### config.mk
export PLATFORM = sky130hd
export DESIGN_NAME = demux3_reg
export DESIGN_NICKNAME = d
export VERILOG_FILES = /design/src/rtl/demux3_reg.sv
export SDC_FILE = /design/constraint.sdc
export NUM_CORES = 1
export LEC_CHECK = 0
export ABC_AREA = 1
export CAP_MARGIN = 30
export CORE_MARGIN = 2
export CORE_UTILIZATION = 45
export CTS_BUF_LIST = sky130_fd_sc_hd__clkbuf_4 sky130_fd_sc_hd__clkbuf_8
export CTS_CLUSTER_SIZE = 20
export DETAILED_ROUTE_END_ITERATION = 8
export DONT_BUFFER_PORTS = 1
export PLACE_DENSITY_LB_ADDON = 0.05
export SYNTH_ARGS = -nofsm -noshare
export SYNTH_HDL_FRONTEND = slang
export SYNTH_SLANG_ARGS = --single-unit
### constraint.sdc
create_clock -name clk -period 1.45 [get_ports clk]
set_input_delay 0 -clock clk [delete_from_list [all_inputs] [get_ports clk]]
set_output_delay 0 -clock clk [all_outputs]
set_load 0.01 [all_outputs]
### src/rtl/demux3_reg.sv
// Registered 1:3 demultiplexer. One input stream is steered per word to one of
// three channels. Each channel has a one-entry holding register with a
// valid/ready handshake and an 8-bit (CW) counter of delivered words.
module demux3_reg #(
   parameter int unsigned WIDTH = 8,
   parameter int unsigned CW    = 8
) (
   input  logic             clk,
   input  logic             reset,
   input  logic             in_valid,
   output logic             in_ready,
   input  logic [WIDTH-1:0] in_data,
   input  logic [1:0]       in_sel,
   output logic [2:0]       out_valid,
   input  logic [2:0]       out_ready,
   output logic [WIDTH-1:0] out_data0,
   output logic [WIDTH-1:0] out_data1,
   output logic [WIDTH-1:0] out_data2,
   output logic [CW-1:0]    cnt0,
   output logic [CW-1:0]    cnt1,
   output logic [CW-1:0]    cnt2
);

   logic [1:0]       dst;
   logic [2:0]       drain;
   logic [2:0]       load;
   logic             dst_free;
   logic             accept;
   logic [WIDTH-1:0] data_q [3];
   logic [CW-1:0]    cnt_q  [3];

   // Destination decode, handshake and per-channel load enables.
   always_comb begin
      dst      = (in_sel == 2'd3) ? 2'd2 : in_sel;
      drain    = out_valid & out_ready;
      dst_free = 1'b0;
      unique case (dst)
         2'd0:    dst_free = !out_valid[0] || out_ready[0];
         2'd1:    dst_free = !out_valid[1] || out_ready[1];
         default: dst_free = !out_valid[2] || out_ready[2];
      endcase
      // in_ready deliberately does not depend on in_valid.
      in_ready = !reset && dst_free;
      accept   = in_valid && in_ready;
      load     = '0;
      for (int k = 0; k < 3; k++) begin
         load[k] = accept && (dst == 2'(k));
      end
   end

   // Holding registers, valid flags and delivered-word counters.
   always_ff @(posedge clk) begin
      if (reset) begin
         out_valid <= '0;
         for (int k = 0; k < 3; k++) begin
            data_q[k] <= '0;
            cnt_q[k]  <= '0;
         end
      end else begin
         for (int k = 0; k < 3; k++) begin
            // A same-cycle drain and load keeps the channel valid.
            if (load[k]) begin
               data_q[k]    <= in_data;
               out_valid[k] <= 1'b1;
            end else if (drain[k]) begin
               out_valid[k] <= 1'b0;
            end
            if (drain[k]) begin
               cnt_q[k] <= cnt_q[k] + 1'b1;
            end
         end
      end
   end

   assign out_data0 = data_q[0];
   assign out_data1 = data_q[1];
   assign out_data2 = data_q[2];
   assign cnt0      = cnt_q[0];
   assign cnt1      = cnt_q[1];
   assign cnt2      = cnt_q[2];

endmodule
==> impl_results.md, run 1 <==
- DR vias: 1484
- Final hold vios: 0
- Worst r2r dst: data_q[0][9]
- Num Clock Sinks: 51
- Fin worst setup slack: -0.00799 ns
- Syn nets: 213
- Register area: 1500 sq um
- Critical Path AT: 1.49 ns
- Failing checks: negative setup slack
- Clk pwr share: 0.331
- Max-slew headroom: 0.740
- Critical path cell sequence: inv_2 -> nor2_4 -> nand2_2 -> nand2_2 -> nor2_4 -> nand3_2 -> nand2_2 -> buf_12
- Post-DP HPWL: 3120 um
- Count leader, synth: edfxtp_1
- Mean Syn Cell Area: 11.2 sq um
- Internal: 2.33 mW
- Critical path's largest stage delay: 0.35 ns
- DRC errors left: 0
- CP top delay family: simple AND/OR/NAND/NOR gates
- CP required: 1.48 ns
- Comb pwr share: 0.083
- PD cells: 1090 nW/um^2
- Initial Util: 0.465
- Commonest cells in the synthesized netlist: 48 x edfxtp_1, 38 x nor2_1, 34 x nand2_1, 26 x inv_1, 12 x nand3_1
- N_diodes: 0
- Worst path bufs/invs: 2
- WL final: 4580 um
- First-pass GRT wire length: 6870 um
- Clock skew: 0.00683 ns
- Final period utilization: 1.01
- Rows: 25
- Share of synthesized flip-flops with an asynchronous set or reset: 0
- Hold Path Sink: cnt_q[0][13]
- Yosys top cell area share: 0.661
- Max-cap violations: 0
- Port Buffers: 0
- Crit-path max FO: 8
- CP Launch Type: register
- Hold_sp: reset
- Root Buffer: clkbuf_8
- Routed Antenna Nets: 0
- Achievable Freq: 686 MHz
- Area after DPL: 2420 sq um
- Antenna violations before repair: 0
- Worst-Skew Late Latency: 0.30 ns
- Slew Viols, Final: 0
- Worst Max-Slew Pin Slew: 0.389 ns
- TritonCTS buffer count: 5
- Area Overhead vs Synth: 27.6%
- Final setup fails: 11
- Post-layout min period: 1.46 ns
- Core outline area: 4690 sq um
- Grt ovf: 0
- TritonRoute pass-1 iters: 4
- Proportion of layout cells with a drive suffix above 1: 0.241
- Worst setup EP type: register
- Largest net degree at the start of global routing: 18
- NetSw: 0.695 mW
- Clk buf depth: 2
- Sw Share: 0.230
- Sequential Power Share: 0.586
- Final Cell Area: 2780 sq um
- Synthesis-stage register bit count: 51
- Post-synth top flop: edfxtp_1
- Multi-input logic area: 616 sq um
- Min-delay worst type: input port to register
- Reg2Reg Depth: 8
- Cell area after synthesis: 2180 sq um
- R2R Path Start: out_valid[1]
- Routability cong.: 0.773
- Cell count after synthesis: 194
- Synth warn: 0
- H-tree depth: 2
- Slowest CP cell: dfxtp_2
- Cell mode on critical path: nand2_2
- Largest cells by area after synthesis: edfxtp_1 66%, nor2_1 6.5%, nand2_1 5.8%
- Maximum VDD drop: 0.623 mV
- Vias in the first global route: 1495
- Hold WS: 0.0656 ns
- Synth unique cells: 18
- Kind of critical path: register to register
- Number of flops mapped to enable cells by yosys: 48
- Leading area contributor after synthesis: edfxtp_1
- Status: finished, violations left
- Final Power: 3.03 mW
- Fillers: 373
- Sequential fraction of the synthesis area: 0.688
- Die Y: 73.6 um
- P_leak: 1.12 nW
- Die area: 5420 sq um
- CTS tree: done
- GR Util All Layers: 0.172
- RSZ-0062 raised after global routing: yes
- Worst Hold Depth: 3
- DR WL/cell: 15.5 um
- DRT iter0 DRCs: 70
- Final nets: 259
- Worst-path clk slew: 0.09 ns
- Flop2flop setup slack: -0.008 ns
- Boundary Pins: 68
- Chip width: 73.6 um
- Vias per Instance: 5.03
-- power by group through the flow --
stage                     Clock (mW)  Combinational [mW]  Sequential, mW
after floorplan                    0               0.100            1.81
after global placement             0               0.195            1.81
after detailed placement           0               0.200            1.81
after CTS                       1.02               0.236            1.78
after global routing            1.09               0.275            1.79
final                           1.00               0.251            1.78
-- worst max-delay path by stage --
stage / start / end / slack (ns) / cells past startpoint
4_1_cts: out_valid[0] / data_q[0][1] / 0.008 / 8
3_3_place_gp: out_valid[1] / data_q[0][10] / 0.06 / 8
5_1_grt: out_valid[0] / data_q[0][9] / -0.06 / 8
3_5_place_dp: out_valid[0] / data_q[0][1] / 0.02 / 8
6_report: out_valid[1] / data_q[0][9] / -0.008 / 8
2_1_floorplan: out_valid[1] / data_q[0][0] / 0.10 / 7
-- kinds of logic (layout without fill, tap and decap cells) --
| kind of cell | after synthesis | count (layout) | share of synthesized area |
|---|---|---|---|
| xor+xnor | 9 | 9 | 0.0361 |
| flops | 51 | 51 | 0.688 |
| buf+inv | 29 | 76 | 0.0505 |
| compound gates | 9 | 9 | 0.0206 |
| simple gates | 93 | 93 | 0.187 |
| fa+ha+maj | 3 | 3 | 0.0172 |
-- area by class of cell --
type,count,area share
inverters,28,0.0378
multi-input cells,114,0.221
well taps,54,0.0243
clock buffers,5,0.0247
repair buffers,40,0.135
clock inverters,3,0.0171
flip-flops and latches,51,0.540
-- sequential cells by signal (all words and copies together) (netlist names) --
| register | flops |
|---|---|
| data_q | 24 |
| cnt_q | 24 |
| out_valid | 3 |
-- stage by stage --
| step | setup slack, ns | util | TNS, ns | instances |
|---|---|---|---|---|
| floorplan | 0.104 | - | 0 | 194 |
| global placement | 0.0594 | 0.517 | 0 | 266 |
| detailed placement | 0.0225 | 0.517 | 0 | 266 |
| CTS | 0.00767 | 0.574 | 0 | 289 |
| global route | -0.0643 | 0.593 | -1.76 | 295 |
| finish | -0.00799 | 0.593 | -0.0302 | 295 |
-- per-layer routing --
metal / GRT usage / vias to the layer above / wire, um
li1: - / 731 / -
met1: 0.203 / 699 / 1790
met2: 0.295 / 45 / 2460
met3: 0.0562 / 9 / 242
met4: 0.0606 / 0 / 89
met5: 0 / - / 0
-- cells in the final DEF (no fill, tap or decap), drive strengths merged --
master / n
ha: 3
nor2: 39
dfxtp: 3
edfxtp: 48
nand2: 36
xnor2: 6
nand3: 12
o21ai: 2
nor3b: 2
inv: 29
a21oi: 7
bufinv: 1
nor3: 4
clkbuf: 5
buf: 25
xor2: 3
clkinv: 1
dlygate4sd3: 15
-- tightest hold or removal path, stage by stage --
cell and delay [ns]:
inv_2 0.06, nand2_2 0.10, nor2_1 0.05
-- what timing repair did --
action,CTS,global route
buffers inserted,0,6
gates resized for setup,0,17
hold buffers,15,0
setup endpoints to repair,0,29
endpoints found under the hold margin,27,0
Note: power is estimated with default switching activity, not from simulation.
==> run 2, diff against run 1 <==
- PLACE_DENSITY: unset -> 0.64
- PLACE_DENSITY_LB_ADDON: 0.05 -> unset
==> run 2 against run 1 <==
Compared with the run above:
- largest power group unchanged
- the flow now finishes without violations
- sequential share of layout area increased by 2.2 points
- count of clock-buffer cells in the layout unchanged
- via count decreased by 3.2%
- cell count decreased by 1.0%
- die area unchanged
- fmax increased by 7.8%
- sequential power about the same
- wire length decreased by 6.6%
- setup slack improved by 0.11 ns
==> impl_results.md, run 2 (synthesized netlist as in run 1, its figures left out) <==
- Proportion of layout cells with a drive suffix above 1: 0.185 (-0.0558)
- Internal: 2.15 mW (-7.7%)
- Vias in the first global route: 1419 (-5.1%)
- CP Launch Type: register
- Area Overhead vs Synth: 22.5%
- Biggest regs: cnt_q (24), data_q (24), out_valid (3)
- DRC errors left: 0 (unchanged)
- Port Buffers: 0 (unchanged)
- CP required: 1.44 ns (-0.04 ns)
- Worst-path clk slew: 0.10 ns (about the same)
- Worst Max-Slew Pin Slew: 0.379 ns (-0.00972 ns)
- PD cells: 1060 nW/um^2 (-2.3%)
- Status: completed
- Crit-path max FO: 8 (unchanged)
- Chip width: 73.6 um (unchanged)
- Slowest CP cell: dfxtp_1
- Fillers: 397 (+6.4%)
- Final period utilization: 0.933 (-0.0728)
- Register area: 1500 sq um (-0.17%)
- Num Clock Sinks: 51 (unchanged)
- Sequential Power Share: 0.624 (+0.038)
- Achievable Freq: 739 MHz (+7.8%)
- DR WL/cell: 14.6 um (-5.6%)
- Multi-input logic area: 588 sq um (-4.5%)
- Final nets: 256 (-1.2%)
- Kind of critical path: register to register
- Die area: 5420 sq um (unchanged)
- Worst setup EP type: register
- Sw Share: 0.242 (+0.0127)
- CTS tree: done
- DRT iter0 DRCs: 78 (+11%)
- Vias per Instance: 4.92 (-2.2%)
- Initial Util: 0.465 (unchanged)
- Critical Path AT: 1.34 ns (-0.15 ns)
- H-tree depth: 2 (unchanged)
- Worst-Skew Late Latency: 0.30 ns (about the same)
- Comb pwr share: 0.080 (-0.003)
- Max-slew headroom: 0.747 (+0.00650)
- Most common cell after layout, fill and taps aside: edfxtp_1
- Boundary Pins: 68 (unchanged)
- NetSw: 0.688 mW (-0.97%)
- Routability cong.: 0.788 (+1.9%)
- P_leak: 1.09 nW (-3.0%)
- Min-delay worst type: input port to register
- TritonCTS buffer count: 5 (unchanged)
- Clk pwr share: 0.296 (-0.035)
- Grt ovf: 0 (unchanged)
- GR Util All Layers: 0.167 (-0.00578)
- N_diodes: 0 (unchanged)
- Die Y: 73.6 um (unchanged)
- Post-route setup TNS: 0 ns (+0.0302 ns)
- First-pass GRT wire length: 6690 um (-2.6%)
- DR vias: 1436 (-3.2%)
- Post-DP HPWL: 2910 um (-7.0%)
- Clock skew: 0.00614 ns (-0.000692 ns)
- Cell mode on critical path: nand2_1
- Maximum VDD drop: 0.805 mV (+29%)
- Critical path's largest stage delay: 0.33 ns (-0.02 ns)
- Final setup fails: 0 (-11)
- Antenna violations before repair: 0 (unchanged)
- Flop2flop setup slack: 0.1 ns (+0.11 ns)
- Final hold vios: 0 (unchanged)
- Core outline area: 4690 sq um (unchanged)
- Final Power: 2.84 mW (-6.2%)
- Root Buffer: clkbuf_8
- Slew Viols, Final: 0 (unchanged)
- WL final: 4280 um (-6.6%)
- Rows: 25 (unchanged)
- Max-cap violations: 0 (unchanged)
- Clk buf depth: 2 (unchanged)
- Critical path cell sequence: inv_1 -> nor2_2 -> nand2_1 -> nand2_1 -> nor2_4 -> nand3_1 -> nand2_2
- Post-layout min period: 1.35 ns (-0.106 ns)
- TritonRoute pass-1 iters: 4 (unchanged)
- Commonest cells after routing, fill and taps aside: 48 x edfxtp_1, 36 x nor2_1, 31 x nand2_1
- Largest net degree at the start of global routing: 19 (+1)
- Routed Antenna Nets: 0 (unchanged)
run 2: repair_timing:
action / in CTS / in global routing
buffers inserted: 0 / 1
endpoints found under the setup margin: 0 / 50
resized for setup: 0 / 6
endpoints found under the hold margin: 27 / 0
hold buffers: 15 / 0
run 2: final cells by class:
type | instances | share of cell area
sequential | 51 | 0.562
multi-input combinational | 114 | 0.220
timing repair buffer | 37 | 0.118
inverter | 28 | 0.0393
clock buffer | 5 | 0.0257
tap | 54 | 0.0253
clock inverter | 3 | 0.00983
run 2: per-layer routing:
layer | routed length (um) | global-route usage | vias up
met2 | 2210 | 0.286 | 54
met5 | 0 | 0 | -
met1 | 1660 | 0.186 | 655
met4 | 45 | 0.0606 | 0
met3 | 366 | 0.0672 | 4
li1 | - | - | 723
run 2: power by group through the flow:
| stage | Combinational, mW | Clock, mW | Sequential, mW |
|---|---|---|---|
| after floorplan | 0.100 | 0 | 1.81 |
| after global placement | 0.184 | 0 | 1.81 |
| after detailed placement | 0.185 | 0 | 1.81 |
| after CTS | 0.222 | 0.868 | 1.77 |
| after global routing | 0.253 | 0.914 | 1.78 |
| final | 0.229 | 0.841 | 1.77 |
run 2: path summary, 6_finish.rpt:
check	start	endpoint	cells past startpoint
setup / recovery	out_valid[0]	data_q[0][14]	7
hold / removal	in_valid	data_q[0][17]	2
setup reg to reg	out_valid[0]	data_q[0][14]	7
hold reg to reg	out_valid[1]	out_valid[1]	4
run 2: through the flow:
step | worst slack (ns) | hold WS (ns) | cells | instance area [sq um] | util
6_report | 0.0976 | 0.0182 | 292 | 2670 | 0.570
5_1_grt | -0.0133 | 0.0226 | 292 | 2670 | 0.570
4_1_cts | 0.0190 | 0.0489 | 291 | 2650 | 0.564
3_5_place_dp | 0.0398 | 0.0722 | 268 | 2400 | 0.512
3_3_place_gp | 0.0452 | 0.0720 | 268 | 2400 | 0.512
2_1_floorplan | 0.104 | 0.0691 | 194 | 2180 | -
run 2: critical path, delay by kind of cell (launching register included):
family                 cells  cell delay, ns
AND/OR/NAND/NOR            6            0.64
flip-flops                 1            0.33
buffers and inverters      1            0.08
